[config.mk]
export PLATFORM = sky130hd
export DESIGN_NAME = multi_cycle_control
export DESIGN_NICKNAME = d
export VERILOG_FILES = /design/src/rtl/mips_ctrl_pkg.sv /design/src/rtl/alu_op_decode.sv /design/src/rtl/multi_cycle_control.sv
export SDC_FILE = /design/constraint.sdc
export NUM_CORES = 1
export LEC_CHECK = 0
export BUFFER_PORTS_ARGS = -buffer_cell sky130_fd_sc_hd__buf_2
export CORE_AREA = 3 3 58 60
export CTS_CLUSTER_SIZE = 25
export DETAILED_ROUTE_END_ITERATION = 10
export DIE_AREA = 0 0 61 63
export GPL_TIMING_DRIVEN = 0
export MAX_ROUTING_LAYER = met4
export PLACE_DENSITY = 0.7
export SETUP_SLACK_MARGIN = 0.02
export SLEW_MARGIN = 10
export SYNTH_ARGS = -nofsm -noshare
export SYNTH_HDL_FRONTEND = slang
export SYNTH_HIERARCHICAL = 1
export SYNTH_SLANG_ARGS = --single-unit
[constraint.sdc]
create_clock -name CLK -period 3.4 [get_ports CLK]
set_input_delay 0.34 -clock CLK [delete_from_list [all_inputs] [get_ports CLK]]
set_output_delay 0.34 -clock CLK [all_outputs]
set_load 0.05 [all_outputs]
[src/rtl/mips_ctrl_pkg.sv]
// Shared MIPS control encodings: opcodes, function codes, ALU operations,
// datapath mux selects and the multi-cycle state encoding.
package mips_ctrl_pkg;

   localparam logic [5:0] OP_RTYPE = 6'b000000;
   localparam logic [5:0] OP_J     = 6'b000010;
   localparam logic [5:0] OP_JAL   = 6'b000011;
   localparam logic [5:0] OP_BEQ   = 6'b000100;
   localparam logic [5:0] OP_ADDI  = 6'b001000;
   localparam logic [5:0] OP_ADDIU = 6'b001001;
   localparam logic [5:0] OP_SLTI  = 6'b001010;
   localparam logic [5:0] OP_SLTIU = 6'b001011;
   localparam logic [5:0] OP_ANDI  = 6'b001100;
   localparam logic [5:0] OP_ORI   = 6'b001101;
   localparam logic [5:0] OP_XORI  = 6'b001110;
   localparam logic [5:0] OP_LUI   = 6'b001111;
   localparam logic [5:0] OP_LW    = 6'b100011;
   localparam logic [5:0] OP_SW    = 6'b101011;

   localparam logic [5:0] FN_SLL = 6'b000000;
   localparam logic [5:0] FN_SRL = 6'b000010;
   localparam logic [5:0] FN_SRA = 6'b000011;

   // ALU_FUNC tells the ALU to decode FuncCode itself (R-type).
   localparam logic [3:0] ALU_AND  = 4'b0000;
   localparam logic [3:0] ALU_OR   = 4'b0001;
   localparam logic [3:0] ALU_ADD  = 4'b0010;
   localparam logic [3:0] ALU_ADDU = 4'b0011;
   localparam logic [3:0] ALU_SUB  = 4'b0110;
   localparam logic [3:0] ALU_SLT  = 4'b0111;
   localparam logic [3:0] ALU_SLTU = 4'b1000;
   localparam logic [3:0] ALU_XOR  = 4'b1001;
   localparam logic [3:0] ALU_LUI  = 4'b1010;
   localparam logic [3:0] ALU_FUNC = 4'b1111;

   localparam logic [1:0] SRC2_RT   = 2'd0;
   localparam logic [1:0] SRC2_IMM  = 2'd1;
   localparam logic [1:0] SRC2_FOUR = 2'd2;

   localparam logic [1:0] DST_RT = 2'd0;
   localparam logic [1:0] DST_RD = 2'd1;
   localparam logic [1:0] DST_RA = 2'd2;

   localparam logic [1:0] M2R_ALU = 2'd0;
   localparam logic [1:0] M2R_MEM = 2'd1;
   localparam logic [1:0] M2R_PC4 = 2'd2;

   localparam logic [1:0] PCS_PC4 = 2'd0;
   localparam logic [1:0] PCS_BR  = 2'd1;
   localparam logic [1:0] PCS_JMP = 2'd2;

   typedef enum logic [2:0] {
      S_FETCH  = 3'd0,
      S_DECODE = 3'd1,
      S_EXEC   = 3'd2,
      S_MEM    = 3'd3,
      S_WB     = 3'd4,
      S_ERR    = 3'd5
   } state_t;

endpackage

[src/rtl/alu_op_decode.sv]
// Combinational decode of the latched instruction fields into ALU operation,
// immediate extension, shamt select and opcode legality.
module alu_op_decode
   import mips_ctrl_pkg::*;
#(
   parameter int SUPPORT_JAL = 1
) (
   input  logic [5:0] opcode,
   input  logic [5:0] funct,
   output logic [3:0] alu_op,
   output logic       sign_ext,
   output logic       alu_src1,
   output logic       legal
);

   always_comb begin
      alu_op   = ALU_ADD;
      sign_ext = 1'b0;
      alu_src1 = 1'b0;
      legal    = 1'b1;
      case (opcode)
         OP_RTYPE: begin
            alu_op   = ALU_FUNC;
            alu_src1 = (funct == FN_SLL) || (funct == FN_SRL) || (funct == FN_SRA);
         end
         OP_LW, OP_SW, OP_ADDI: sign_ext = 1'b1;
         OP_ADDIU: begin alu_op = ALU_ADDU; sign_ext = 1'b1; end
         OP_SLTI:  begin alu_op = ALU_SLT;  sign_ext = 1'b1; end
         OP_SLTIU: begin alu_op = ALU_SLTU; sign_ext = 1'b1; end
         OP_BEQ:   begin alu_op = ALU_SUB;  sign_ext = 1'b1; end
         OP_ANDI:  alu_op = ALU_AND;
         OP_ORI:   alu_op = ALU_OR;
         OP_XORI:  alu_op = ALU_XOR;
         OP_LUI:   alu_op = ALU_LUI;
         OP_J:     legal = 1'b1;
         OP_JAL:   legal = (SUPPORT_JAL != 0);
         default:  legal = 1'b0;
      endcase
   end

endmodule

[src/rtl/multi_cycle_control.sv]
// Multi-cycle MIPS control: FETCH/DECODE/EXEC/MEM/WB sequencer with a
// MemReady handshake, memory wait timeout and illegal-opcode trap.
module multi_cycle_control
   import mips_ctrl_pkg::*;
#(
   parameter int ALUOP_W     = 4,
   parameter int MEM_TIMEOUT = 15,
   parameter int SUPPORT_JAL = 1
) (
   input  logic               CLK,
   input  logic               Reset_L,
   input  logic [5:0]         Opcode,
   input  logic [5:0]         FuncCode,
   input  logic               MemReady,
   input  logic               Zero,
   output logic               PCWrite,
   output logic               IRWrite,
   output logic               MemRead,
   output logic               MemWrite,
   output logic               RegWrite,
   output logic [1:0]         RegDst,
   output logic               ALUSrc1,
   output logic [1:0]         ALUSrc2,
   output logic [1:0]         MemToReg,
   output logic [1:0]         PCSource,
   output logic               SignExtend,
   output logic               IorD,
   output logic [ALUOP_W-1:0] ALUOp,
   output logic               Illegal,
   output logic               MemError,
   output logic [2:0]         State
);

   localparam int CNT_W = $clog2(MEM_TIMEOUT + 1);

   state_t           state;
   logic [CNT_W-1:0] wait_cnt;
   logic [5:0]       op_q;
   logic [5:0]       funct_q;

   logic [3:0]         dec_alu;
   logic               dec_sext;
   logic               dec_src1;
   logic               legal;
   logic [ALUOP_W-1:0] dec_alu_ext;
   logic               is_rtype, is_j, is_jal, is_beq, is_lw, is_sw;
   logic               waiting, timeout;

   alu_op_decode #(.SUPPORT_JAL(SUPPORT_JAL)) u_dec (
      .opcode   (op_q),
      .funct    (funct_q),
      .alu_op   (dec_alu),
      .sign_ext (dec_sext),
      .alu_src1 (dec_src1),
      .legal    (legal)
   );

   assign is_rtype    = (op_q == OP_RTYPE);
   assign is_j        = (op_q == OP_J);
   assign is_jal      = (op_q == OP_JAL);
   assign is_beq      = (op_q == OP_BEQ);
   assign is_lw       = (op_q == OP_LW);
   assign is_sw       = (op_q == OP_SW);
   assign dec_alu_ext = (dec_alu == ALU_FUNC) ? '1 : ALUOP_W'(dec_alu);
   assign waiting     = (state == S_FETCH) || (state == S_MEM);
   // A MemReady arriving on the last allowed wait cycle still completes.
   assign timeout     = waiting && !MemReady && (wait_cnt == CNT_W'(MEM_TIMEOUT - 1));
   assign State       = state;

   always_ff @(posedge CLK) begin
      if (!Reset_L) begin
         state    <= S_FETCH;
         wait_cnt <= '0;
         op_q     <= '0;
         funct_q  <= '0;
      end else begin
         if (waiting && !MemReady && !timeout) wait_cnt <= wait_cnt + CNT_W'(1);
         else                                  wait_cnt <= '0;
         case (state)
            S_FETCH:
               if (MemReady) begin
                  op_q    <= Opcode;
                  funct_q <= FuncCode;
                  state   <= S_DECODE;
               end else if (timeout) begin
                  state <= S_FETCH;
               end
            S_DECODE:
               if (!legal)              state <= S_ERR;
               else if (is_j || is_jal) state <= S_FETCH;
               else                     state <= S_EXEC;
            S_EXEC:
               if (is_beq)              state <= S_FETCH;
               else if (is_lw || is_sw) state <= S_MEM;
               else                     state <= S_WB;
            S_MEM:
               if (MemReady)     state <= is_lw ? S_WB : S_FETCH;
               else if (timeout) state <= S_FETCH;
            default: state <= S_FETCH;
         endcase
      end
   end

   // Strobes that complete a handshake (IRWrite, PCWrite on beq) follow
   // MemReady/Zero in the same cycle; everything else is a function of state.
   always_comb begin
      PCWrite    = 1'b0;
      IRWrite    = 1'b0;
      MemRead    = 1'b0;
      MemWrite   = 1'b0;
      RegWrite   = 1'b0;
      RegDst     = DST_RT;
      ALUSrc1    = 1'b0;
      ALUSrc2    = SRC2_RT;
      MemToReg   = M2R_ALU;
      PCSource   = PCS_PC4;
      SignExtend = 1'b0;
      IorD       = 1'b0;
      ALUOp      = ALUOP_W'(ALU_ADD);
      Illegal    = 1'b0;
      MemError   = timeout;
      case (state)
         S_FETCH: begin
            MemRead = !timeout;
            ALUSrc2 = SRC2_FOUR;
            if (MemReady) begin
               IRWrite = 1'b1;
               PCWrite = 1'b1;
            end
         end
         S_DECODE: begin
            ALUSrc2    = SRC2_IMM;
            SignExtend = 1'b1;
            if (legal && (is_j || is_jal)) begin
               PCWrite  = 1'b1;
               PCSource = PCS_JMP;
            end
            if (legal && is_jal) begin
               RegWrite = 1'b1;
               RegDst   = DST_RA;
               MemToReg = M2R_PC4;
            end
         end
         S_EXEC, S_MEM, S_WB: begin
            ALUOp      = dec_alu_ext;
            ALUSrc1    = dec_src1;
            SignExtend = dec_sext;
            ALUSrc2    = (is_rtype || is_beq) ? SRC2_RT : SRC2_IMM;
            if (state == S_EXEC && is_beq) begin
               PCWrite  = Zero;
               PCSource = PCS_BR;
            end
            if (state == S_MEM) begin
               IorD     = 1'b1;
               MemRead  = is_lw && !timeout;
               MemWrite = is_sw && !timeout;
            end
            if (state == S_WB) begin
               RegWrite = 1'b1;
               RegDst   = is_rtype ? DST_RD : DST_RT;
               MemToReg = is_lw ? M2R_MEM : M2R_ALU;
            end
         end
         S_ERR: Illegal = 1'b1;
         default: ;
      endcase
      // Held reset keeps the datapath quiet, so an aborted instruction never writes.
      if (!Reset_L) begin
         PCWrite  = 1'b0;
         IRWrite  = 1'b0;
         MemRead  = 1'b0;
         MemWrite = 1'b0;
         RegWrite = 1'b0;
         Illegal  = 1'b0;
         MemError = 1'b0;
      end
   end

endmodule

==> key figures, run 1 <==
Yosys
  • Fraction of registers with async set or reset after synthesis: 0%
  • Syn_area_per_cell: 7.551 um2
  • Commonest cells post-synth: nand2_1, dfxtp_1, a21boi_0, nor2_1, nor2b_1
  • Count leader, synth: nand2_1
  • Synth Flop Type: dfxtp_1
  • Syn Nets: 191
  • Synth top area cells: dfxtp_1, nand2_1, a21boi_0
  • Yosys top cell by area: dfxtp_1
  • Post-Syn Area: 0.001306 mm2
  • Ys Warns: 6
  • Seq/Total Area, Yosys: 29.12%
  • Netlist cell types: 45
  • Yosys reg bits: 19
  • Post-Syn Instances: 173
  • Number of synthesized flops with an enable pin: 0
  • Top cell type's share of synthesized area: between 20% and 30%

Clock tree
  • Sink Count: 19
  • H-tree Lvls: 1
  • Clock Latency Late Sink: just under 0.3 ns
  • Post-CTS Setup Repair Bufs: 0
  • Bufs on Longest Clock Path: 2
  • CTS resizes: 0
  • Hold-fix buffers at CTS: 0
  • Number of buffers created by CTS: 3
  • CTS tree: yes
  • Clock Pin Slew Worst Setup and Hold Paths: 0.11 ns
  • Root Buffer: clkbuf_4

Route
  • Met3 wire length: approximately 110 um
  • 1st-pass router iterations: 4
  • Vias: between 1,000 and 1,500
  • Detail-routed via count per cell: 5.232
  • Highest routed layer: met4
  • M1 WL: 1448 um
  • Routed WL: 3061 um
  • Initial DRC count: 83
  • Antenna-violating nets left: 0
  • DR WL met2: between 1000 and 1500 um
  • # DRC: 0
  • Drt wl/cell: ~12 um

Final layout
  • Area of the multi-input gates: 843.3 um2
  • Non-filler cells in the finished layout: 250
  • Area Growth Syn to Fin: 20.98%
  • Number of filler cells placed in the layout: 304
  • Share of layout cells above drive strength 1: about 29%
  • Register area: 380.4 um2
  • Finished Core Util: 53.07%
  • NumNets Final: 236
  • Antenna cell count: 0

Global route
  • Global route overflow: 0
  • GRT Overall Usage: around 18%
  • First-pass GRT wire length: about 5200 um
  • Vias in the first global route: 1,191
  • Antenna violations before repair: 0
  • Largest net degree at the start of global routing: 14

Worst setup path
  • CP Max Fanout: 10
  • Critical Path AT: about 2.3 ns
  • Worst EP required: 3.06 ns
  • Critical Path Sink Type: output pin
  • Worst setup SP type: register
  • Worst-case reg-to-reg path depth: 4
  • Crit path kind: reg -> out

Timing
  • Final worst path period share: 77.58%
  • Max Clock Skew: 0.0007881 ns
  • F_max: 379.1 MHz
  • Setup TNS: 0 ns
  • Worst slew pin tran: 0.4893 ns
  • Setup violators final: 0
  • WHS: 0.2744 ns
  • Final Hold Fails: 0
  • RSZ-0062 raised after global routing: false
  • Slew Limit Headroom: 67.34%
  • Tmin final: 2.638 ns
  • Final worst slack: 0.7624 ns
  • Final Max Slew Viols: 0

Floorplanning
  • Io pins: 41
  • Row count: 20
  • Die X: 61 um
  • Die H: 63 um
  • Initial Util: 43.87%
  • Die Area: 0.003843 mm2
  • Core area: between 0.002 and 0.003 mm2

Worst hold path
  • Hold Crit Depth: 3
  • Min-delay worst type: in -> reg

Pwr
  • Cell area power density: 454.7 mW/mm2
  • Worst vdd ir: 0.2284 mV
  • Leakage: around 0.7 nW

Placement
  • Placed instance count: 246
  • Post-place setup slack: 1.096 ns
  • RePlAce Congestion: between 0.8 and 0.9
  • I/O Buffers: 40
  • Placed wire-length estimate: 2405 um

Job
  • Max-Cap Viols: 0

Status
  • Status: finished, final reports clean
==> stage by stage <==
step	area [um2]	power, W
floorplan	1311	0.0005363
global placement	1553	0.0006097
detailed placement	1553	0.0006121
CTS	1580	0.0007263
global route	1580	0.0007668
finish	1580	0.0007186
==> critical path, cell delays in order (launching register included) <==
cell and delay [ns]:
dfxtp_1 0.58, and2b_1 0.20, nand2_1 0.08, a21oi_1 0.28
nand4bb_1 0.15, nor3_2 0.20, nand2_1 0.10, inv_1 0.08
buf_4 0.09, buf_2 0.24
==> logic make-up (layout without fill, tap and decap cells) <==
kind of cell	count (synthesis)	after routing	share of synthesized area (%)
fa+ha+maj	2	2	1.915
mux	1	1	0.7663
compound gates	39	39	20.31
flops	19	19	29.12
simple gates	93	93	38.51
xor+xnor	4	4	2.682
buf+inv	15	59	6.704
==> cell usage in the layout (no fill, tap or decap), drive strengths merged <==
master    n
nand4     1
a21boi   15
xnor2     2
buf      46
clkbuf    6
dfxtp    19
o21bai    1
o211ai    1
xor2      2
nand4bb   1
nand2b    2
a31oi     1
or2b      1
nor3      9
o2111ai   1
a2111oi   1
a21oi     9
clkinv    1
o31a      1
a311oi    1
and3      3
or4       1
a211oi    2
a211o     1
and2      2
nor3b     1
nand3     4
ha        2
or2       2
nand2    39
nor2b    10
inv       6
o22ai     2
nor2     10
or3       3
o21ai     3
mux2i     1
and2b     1
nor4      3
==> where the power goes <==
group | internal, W | leakage [nW] | switching [W]
Combinational | 0.000115 | 0.532 | 0.000217
Clock | 0.0000437 | 0.0177 | 0.0000688
Sequential | 0.000243 | 0.155 | 0.0000315
Total | 0.000402 | 0.705 | 0.000317
==> final cells by class <==
type / instances / share of cell area (%)
clock buffers: 3 / 1.425
flip-flops and latches: 19 / 24.07
plain buffers: 9 / 4.117
well taps: 33 / 2.613
clock inverters: 1 / 0.3167
multi-input cells: 139 / 53.36
repair buffers: 40 / 12.67
inverters: 6 / 1.425
==> metal layers <==
| metal | GRT usage, % | up-vias |
|---|---|---|
| li1 | - | 684 |
| met1 | 22.43 | 594 |
| met2 | 28.34 | 26 |
| met3 | 2.479 | 4 |
| met4 | 4.878 | 0 |
| met5 | - | - |
==> state kept, by name, summed over array words and instances, names as in the netlist <==
name,cells
funct_q,6
op_q,6
wait_cnt,4
State,3
==> path summary, 6_finish.rpt <==
kind	end	startpoint	slack [ns]
worst max-delay path	RegDst[1]	op_q[1]$_SDFFE_PN0P_	0.76
worst min-delay path	op_q[1]$_SDFFE_PN0P_	Opcode[1]	0.27
worst max register to register	State[2]$_SDFF_PN0_	op_q[3]$_SDFFE_PN0P_	1.65
worst min register to register	funct_q[3]$_SDFFE_PN0P_	funct_q[3]$_SDFFE_PN0P_	0.47
Note: power is estimated with default switching activity, not from simulation.
==> run 2: changes to the inputs <==
--- a/config.mk
+++ b/config.mk
@@ -5,14 +5,15 @@
 export SDC_FILE = /design/constraint.sdc
 export NUM_CORES = 1
 export LEC_CHECK = 0
+export ABC_AREA = 1
 export BUFFER_PORTS_ARGS = -buffer_cell sky130_fd_sc_hd__buf_2
-export CORE_AREA = 3 3 58 60
+export CORE_AREA = 3 3 59 61
 export CTS_CLUSTER_SIZE = 25
 export DETAILED_ROUTE_END_ITERATION = 10
-export DIE_AREA = 0 0 61 63
+export DIE_AREA = 0 0 62 64
 export GPL_TIMING_DRIVEN = 0
 export MAX_ROUTING_LAYER = met4
-export PLACE_DENSITY = 0.7
+export PLACE_DENSITY = 0.72
 export SETUP_SLACK_MARGIN = 0.02
 export SLEW_MARGIN = 10
 export SYNTH_ARGS = -nofsm -noshare
==> constraint.sdc (replaced) <==
create_clock -name CLK -period 2.14 [get_ports CLK]
set_input_delay 0.214 -clock CLK [delete_from_list [all_inputs] [get_ports CLK]]
set_output_delay 0.214 -clock CLK [all_outputs]
set_load 0.05 [all_outputs]
==> run 2 against run 1 <==
The flow now finishes with violations (setup timing). Synthesized cell count is 30% higher. First-iteration DRC count is 45% lower. Die area is 3.3% higher. Core utilization is 4.9 points higher. Routed wire length is 7.3% higher. Total power is 95% higher. Largest power group unchanged.
==> key figures, run 2 <==
Placement
  • I/O Buffers: 39 (-2.5%)
  • Placed wire-length estimate: 2510 um (+4.4%)
  • Post-place setup slack: -0.01901 ns (-1.115 ns)
  • RePlAce Congestion: 0.8750 (+1.3%)

Floorplanning
  • Die X: 62 um (+1.6%)
  • Die Area: 0.003968 mm2 (+3.3%)
  • Core area: 0.003028 mm2 (+1.7%)
  • Initial Util: 44.30% (+0.43 points)
  • Io pins: 41 (unchanged)
  • Row count: 20 (unchanged)
  • Die H: 64 um (+1.6%)

Clock tree
  • Root Buffer: clkbuf_4
  • H-tree Lvls: 1 (unchanged)
  • Clock Pin Slew Worst Setup and Hold Paths: 0.11 ns (about the same)
  • Sink Count: 19 (unchanged)
  • Hold-fix buffers at CTS: 0 (unchanged)
  • Clock Latency Late Sink: 0.29 ns (about the same)
  • CTS tree: yes
  • Bufs on Longest Clock Path: 2 (unchanged)
  • Number of buffers created by CTS: 3 (unchanged)

Yosys
  • Syn_area_per_cell: 5.961 um2 (-21%)
  • Synth top area cells: dfxtp_1, nand2_1, nor2_1
  • Top cell type's share of synthesized area: 28.36% (-0.76 points)
  • Number of synthesized flops with an enable pin: 0 (unchanged)
  • Post-Syn Area: 0.001341 mm2 (+2.7%)
  • Fraction of registers with async set or reset after synthesis: 0% (unchanged)
  • Commonest cells post-synth: nand2_1, nor2_1, inv_1
  • Ys Warns: 6 (unchanged)
  • Synth Flop Type: dfxtp_1
  • Yosys top cell by area: dfxtp_1
  • Count leader, synth: nand2_1
  • Post-Syn Instances: 225 (+30%)
  • Seq/Total Area, Yosys: 28.36% (-0.76 points)
  • Yosys reg bits: 19 (unchanged)
  • Netlist cell types: 28 (-38%)
  • Syn Nets: 243 (+27%)

Timing
  • Max Clock Skew: 0.004113 ns (+0.003325 ns)
  • RSZ-0062 raised after global routing: true
  • Final worst path period share: 100.7%
  • Tmin final: 2.156 ns
  • Setup TNS: -0.01596 ns (-0.01596 ns)
  • F_max: 463.8 MHz
  • Final Max Slew Viols: 0 (unchanged)
  • Setup violators final: 1 (+1)
  • Final worst slack: -0.01596 ns (-0.7784 ns)
  • Slew Limit Headroom: 67.25% (-0.087 points)
  • Worst slew pin tran: 0.4913 ns (+0.001981 ns)
  • Final Hold Fails: 0 (unchanged)

Final layout
  • Area Growth Syn to Fin: 30.88%
  • Top Registers: funct_q: 6 flops, op_q: 6 flops, wait_cnt: 4 flops
  • Most frequent cells in the layout: nand2_1, buf_2, nor2_1, inv_1, nand3_1
  • Share of layout cells above drive strength 1: 32.60% (+3.6 points)
  • NumNets Final: 292 (+24%)
  • Most common cell after layout, fill and taps aside: nand2_1
  • Antenna cell count: 0 (unchanged)

Worst hold path
  • Hold path startpoint: FuncCode[5]
  • Min-delay worst type: in -> reg
  • Hold endpoint: funct_q[5]$_SDFFE_PN0P_
  • Hold Crit Depth: 3 (unchanged)

Global route
  • Antenna violations before repair: 0 (unchanged)
  • First-pass GRT wire length: 5478 um (+5.9%)
  • Largest net degree at the start of global routing: 13 (-1)
  • GRT Overall Usage: 17.96% (+0.41 points)
  • Vias in the first global route: 1,331 (+12%)
  • Global route overflow: 0 (unchanged)

Worst setup path
  • Worst-case reg-to-reg path depth: 12 (+8)
  • CP Max Fanout: 12 (+2)
  • Critical Path Sink Type: output pin
  • Worst flop-to-flop path startpoint: op_q[3]$_SDFFE_PN0P_
  • Crit path kind: reg -> out
  • Worst EP required: 1.93 ns (-1.13 ns)
  • Critical Path AT: 1.94 ns (-0.36 ns)
  • Worst reg2reg endpoint: State[0]$_SDFF_PN0_
  • Worst setup SP type: register
  • Flop-to-flop setup slack: 0.57 ns (-1.08 ns)

Route
  • Detail-routed via count per cell: 4.748 (-9.3%)
  • M1 WL: 1515 um (+4.6%)
  • 1st-pass router iterations: 4 (unchanged)
  • Antenna-violating nets left: 0 (unchanged)
  • Drt wl/cell: 10.36 um (-15%)
  • Vias: 1,505 (+15%)
  • Met3 wire length: 233 um (+120%)
  • Initial DRC count: 46 (-45%)
  • Routed WL: 3283 um (+7.3%)
  • DR WL met2: 1493 um (+0.81%)
  • # DRC: 0 (unchanged)
  • Highest routed layer: met4

Pwr
  • Design Power: 0.001403 W (+95%)
  • Cell area power density: 799.1 mW/mm2 (+76%)
  • Worst vdd ir: 0.5136 mV (+120%)
  • Leakage: 0.9369 nW (+33%)

Status
  • Violated checks: setup timing
  • Status: finished, violations left

Job
  • Max-Cap Viols: 0 (unchanged)
-- run 2: changes by cell type in the layout (fill, tap and decap cells not counted), sizes merged, moves of 3 or more --
cell / before / now
nor3: 9 / 1
or3: 3 / 0
a21oi: 9 / 16
inv: 6 / 38
nor2: 10 / 42
nand3: 4 / 28
o21ai: 3 / 8
a21boi: 15 / 0
buf: 46 / 49
nand2: 39 / 54
nor2b: 10 / 0
and3: 3 / 0
-- run 2: worst max-delay path by stage --
stage                               from   endpoint  slack (ns)  cells past startpoint
global route        op_q[4]$_SDFFE_PN0P_    PCWrite       -0.14                     13
finish              op_q[3]$_SDFFE_PN0P_    PCWrite       -0.02                     13
detailed placement  op_q[3]$_SDFFE_PN0P_  RegDst[1]       -0.02                     12
CTS                 op_q[5]$_SDFFE_PN0P_    PCWrite        0.02                     13
floorplan           op_q[3]$_SDFFE_PN0P_  RegDst[1]       -0.04                     11
global placement    op_q[3]$_SDFFE_PN0P_    PCWrite       -0.02                     13
-- run 2: critical path: stages, from the launching register on --
cell and delay, ns:
dfxtp_4 0.45, inv_2 0.07, nor2_4 0.10, nand3_1 0.09
nand2_1 0.09, inv_2 0.05, nand3b_1 0.12, inv_2 0.07
nor2_4 0.11, nand2_4 0.08, nand2_2 0.08, nor2_2 0.04
nor2_2 0.12, buf_6 0.18
-- run 2: layout make-up --
cell class                      count  area, um2
Inverter                           38      145.1
Tap cell                           44      55.05
Multi-Input combinational cell    161      814.5
Sequential cell                    19      402.9
Clock buffer                        4      26.28
Timing Repair Buffer               44      260.3
Fill cell                         315       1272
Buffer                              7      51.30
-- run 2: where the power goes --
part / internal, W / leakage (nW) / switching [W] / total (W)
combinational: 0.000248 / 0.762 / 0.000507 / 0.000755
clock: 0.0000724 / 0.0150 / 0.000105 / 0.000177
sequential: 0.000403 / 0.160 / 0.0000675 / 0.000470
-- run 2: routing by layer --
layer  vias to the layer above  track usage [%]
li1                        805                -
met1                       644            23.03
met2                        52            28.76
met3                         4            2.222
met4                         0            5.570
met5                         -                -
-- run 2: cells by family (layout without fill, tap and decap cells) --
logic type               count (synthesis)  after routing  share of synthesized area, %
buffers and inverters                   45             93                         14.64
AND/OR/NAND/NOR                        131            131                         43.75
XOR/XNOR                                 2              2                         1.306
AO/OA/AOI/OAI                           26             26                         10.07
flip-flops                              19             19                         28.36
adder cells (fa/ha/maj)                  2              2                         1.865
-- run 2: repair_timing --
item                       CTS  global route
pin swaps                    2             6
hold endpoints to repair     0             0
cloned                       0             0
setup endpoints to repair    5             5
resized for setup           16            16
setup buffers                3             2
-- run 2: through the flow --
| stage | std cells | hold WS (ns) | util, % | instance area (um2) |
|---|---|---|---|---|
| after floorplan | 225 | 0.3759 | - | 1359 |
| after global placement | 308 | 0.4462 | 53.14 | 1609 |
| after detailed placement | 308 | 0.4516 | 53.14 | 1609 |
| after CTS | 315 | 0.1733 | 56.03 | 1697 |
| after global routing | 317 | 0.1829 | 57.98 | 1755 |
| final | 317 | 0.1821 | 57.98 | 1755 |
==> run 3: changes to the inputs <==
--- a/config.mk
+++ b/config.mk
@@ -12,7 +12,6 @@
 export DETAILED_ROUTE_END_ITERATION = 10
 export DIE_AREA = 0 0 62 64
 export GPL_TIMING_DRIVEN = 0
-export MAX_ROUTING_LAYER = met4
 export PLACE_DENSITY = 0.72
 export SETUP_SLACK_MARGIN = 0.02
 export SLEW_MARGIN = 10
==> run 3 against run 2 <==
The flow still finishes with violations (setup timing). Cell count grew 1.6%. Flip-flop and latch count is the same. Die area unchanged. Total power grew 2.0%. Clock skew rose by 0.0020 ns. Maximum frequency decreased by 0.36%. Via count grew 1.7%. Worst hold slack worse by 0.019 ns. Largest power group unchanged.
==> key figures, run 3 (synthesized netlist as in run 2, its figures left out) <==
Worst setup path
  • Setup crit start: op_q[4]$_SDFFE_PN0P_
  • Worst reg2reg endpoint: State[0]$_SDFF_PN0_
  • Critical Path Sink Type: output pin
  • Flop-to-flop setup slack: 0.56 ns (about the same)
  • Cells along the critical path: nor2_4 > buf_4 > nand3_2 > nand2_1 > inv_2 > nand3b_1 > inv_2 > nor2_4 > nand2_4 > nand2_1 > nor2_1 > nor2_2 > buf_6
  • Worst flop-to-flop path startpoint: op_q[4]$_SDFFE_PN0P_
  • Critical Path AT: 1.95 ns (about the same)
  • CP Max Fanout: 3 (-9)
  • Crit path kind: reg -> out
  • Crit path largest cell delay: 0.37 ns (-0.08 ns)
  • CP max-delay cell: dfxtp_4
  • Worst EP required: 1.93 ns (about the same)
  • Worst setup SP type: register
  • Worst-case reg-to-reg path depth: 12 (unchanged)

Route
  • Drt wl/cell: 10.33 um (-0.26%)
  • Detail-routed via count per cell: 4.752 (about the same)
  • Antenna-violating nets left: 0 (unchanged)
  • Vias: 1,530 (+1.7%)
  • # DRC: 0 (unchanged)
  • 1st-pass router iterations: 4 (unchanged)
  • Initial DRC count: 57 (+24%)
  • Routed WL: 3326 um (+1.3%)

Floorplanning
  • Die X: 62 um (unchanged)
  • Initial Util: 44.30% (unchanged)
  • Core area: 0.003028 mm2 (unchanged)
  • Io pins: 41 (unchanged)
  • Die H: 64 um (unchanged)
  • Row count: 20 (unchanged)
  • Die Area: 0.003968 mm2 (unchanged)

Final layout
  • Finished Core Util: 58.88% (+0.91 points)
  • Number of filler cells placed in the layout: 315 (unchanged)
  • Most frequent cells in the layout: nand2_1, buf_2, nor2_1, inv_1, nand3_1
  • NumNets Final: 297 (+1.7%)
  • Share of layout cells above drive strength 1: 33.45% (+0.85 points)
  • Most common cell after layout, fill and taps aside: nand2_1
  • Antenna cell count: 0 (unchanged)
  • Top Registers: funct_q: 6 flops, op_q: 6 flops, wait_cnt: 4 flops
  • Area Growth Syn to Fin: 32.93%

Timing
  • Final Max Slew Viols: 0 (unchanged)
  • Slew Limit Headroom: 68.04% (+0.79 points)
  • Setup violators final: 1 (unchanged)
  • Final worst slack: -0.02378 ns (-0.007826 ns)
  • F_max: 462.2 MHz (-0.36%)
  • Setup TNS: -0.02378 ns (-0.007826 ns)
  • RSZ-0062 raised after global routing: true
  • Final Hold Fails: 0 (unchanged)
  • Max Clock Skew: 0.006079 ns (+0.001966 ns)
  • Worst slew pin tran: 0.4795 ns (-0.01180 ns)
  • Final worst path period share: 101.1% (+0.37 points)
  • Tmin final: 2.164 ns (+0.007826 ns)

Clock tree
  • Clock Pin Slew Worst Setup and Hold Paths: 0.11 ns (about the same)
  • Bufs on Longest Clock Path: 2 (unchanged)
  • Sink Count: 19 (unchanged)
  • CTS tree: yes
  • Root Buffer: clkbuf_4
  • Number of buffers created by CTS: 3 (unchanged)
  • Clock Latency Late Sink: 0.30 ns (about the same)
  • H-tree Lvls: 1 (unchanged)

Worst hold path
  • Hold Crit Depth: 3 (unchanged)
  • Min-delay worst type: in -> reg
  • Hold endpoint: funct_q[1]$_SDFFE_PN0P_
  • Hold path startpoint: FuncCode[1]

Global route
  • Global route overflow: 0 (unchanged)
  • GRT Overall Usage: 17.36% (-0.60 points)
  • Antenna violations before repair: 0 (unchanged)
  • Largest net degree at the start of global routing: 12 (-1)
  • First-pass GRT wire length: 5409 um (-1.3%)
  • Vias in the first global route: 1,373 (+3.2%)

Pwr
  • Leakage: 0.9662 nW (+3.1%)
  • Cell area power density: 802.4 mW/mm2 (+0.41%)
  • Worst vdd ir: 0.4693 mV (-8.6%)

Status
  • Status: finished, violations left
  • Violated checks: setup timing

Job
  • Max-Cap Viols: 0 (unchanged)

Placement
  • Placed wire-length estimate: 2533 um (+0.90%)
  • Post-place setup slack: -0.03537 ns (-0.01636 ns)
  • I/O Buffers: 39 (unchanged)
  • RePlAce Congestion: 0.8868 (+1.3%)
run 3: cell types whose count changed in the layout (fill, tap and decap cells not counted), sizes merged:
cell    change
clkinv      +1
buf         +6
clkbuf      -2
run 3: how the worst max path moves through the flow:
| stage | depth (start not counted) | endpoint |
|---|---|---|
| 3_5_place_dp | 13 | PCWrite |
| 6_report | 13 | PCWrite |
| 4_1_cts | 13 | PCWrite |
| 5_1_grt | 13 | PCWrite |
| 3_3_place_gp | 13 | PCWrite |
| 2_1_floorplan | 11 | RegDst[1] |
run 3: cell type report:
class	instances	area, um2	share of cell area (%)
Buffer	7	51.30	2.877
Clock buffer	3	22.52	1.263
Multi-Input combinational cell	161	812.0	45.54
Clock inverter	1	5.005	0.2807
Tap cell	44	55.05	3.088
Timing Repair Buffer	49	289.0	16.21
Inverter	38	145.1	8.140
Sequential cell	19	402.9	22.60
run 3: per-stage QoR:
step / hold WS [ns] / total power [W] / instance area, um2 / instances
CTS: 0.1603 / 0.001380 / 1713 / 318
detailed placement: 0.4520 / 0.001150 / 1609 / 308
floorplan: 0.3759 / 0.001007 / 1359 / 225
global placement: 0.4456 / 0.001145 / 1609 / 308
global route: 0.1675 / 0.001532 / 1783 / 322
finish: 0.1627 / 0.001431 / 1783 / 322
run 3: what timing repair did:
item	in CTS	in global routing
cloned	0	0
gates resized for setup	14	14
hold buffers	0	0
setup buffers	6	4
pin swaps	3	5
endpoints found under the setup margin	5	5
run 3: routing by layer:
metal / share of wire, % / global-route usage [%]
met1: 47 / 23.67
met2: 46 / 27.20
met3: 5.2 / 1.616
met4: 1.6 / 7.162
met5: 0 / 0
run 3: worst max-delay path: cells and delay by family (launching register included):
| kind | cells | cell delay [ns] |
|---|---|---|
| simple gates | 9 | 0.87 |
| buf+inv | 4 | 0.42 |
| flops | 1 | 0.37 |
run 3: where the power goes:
part / leakage, nW / switching (W) / internal [W] / total (W)
Sequential: 0.160 / 0.0000582 / 0.000403 / 0.000461
Clock: 0.0177 / 0.000115 / 0.0000698 / 0.000185
Combinational: 0.788 / 0.000522 / 0.000263 / 0.000785
Total: 0.966 / 0.000695 / 0.000735 / 0.00143
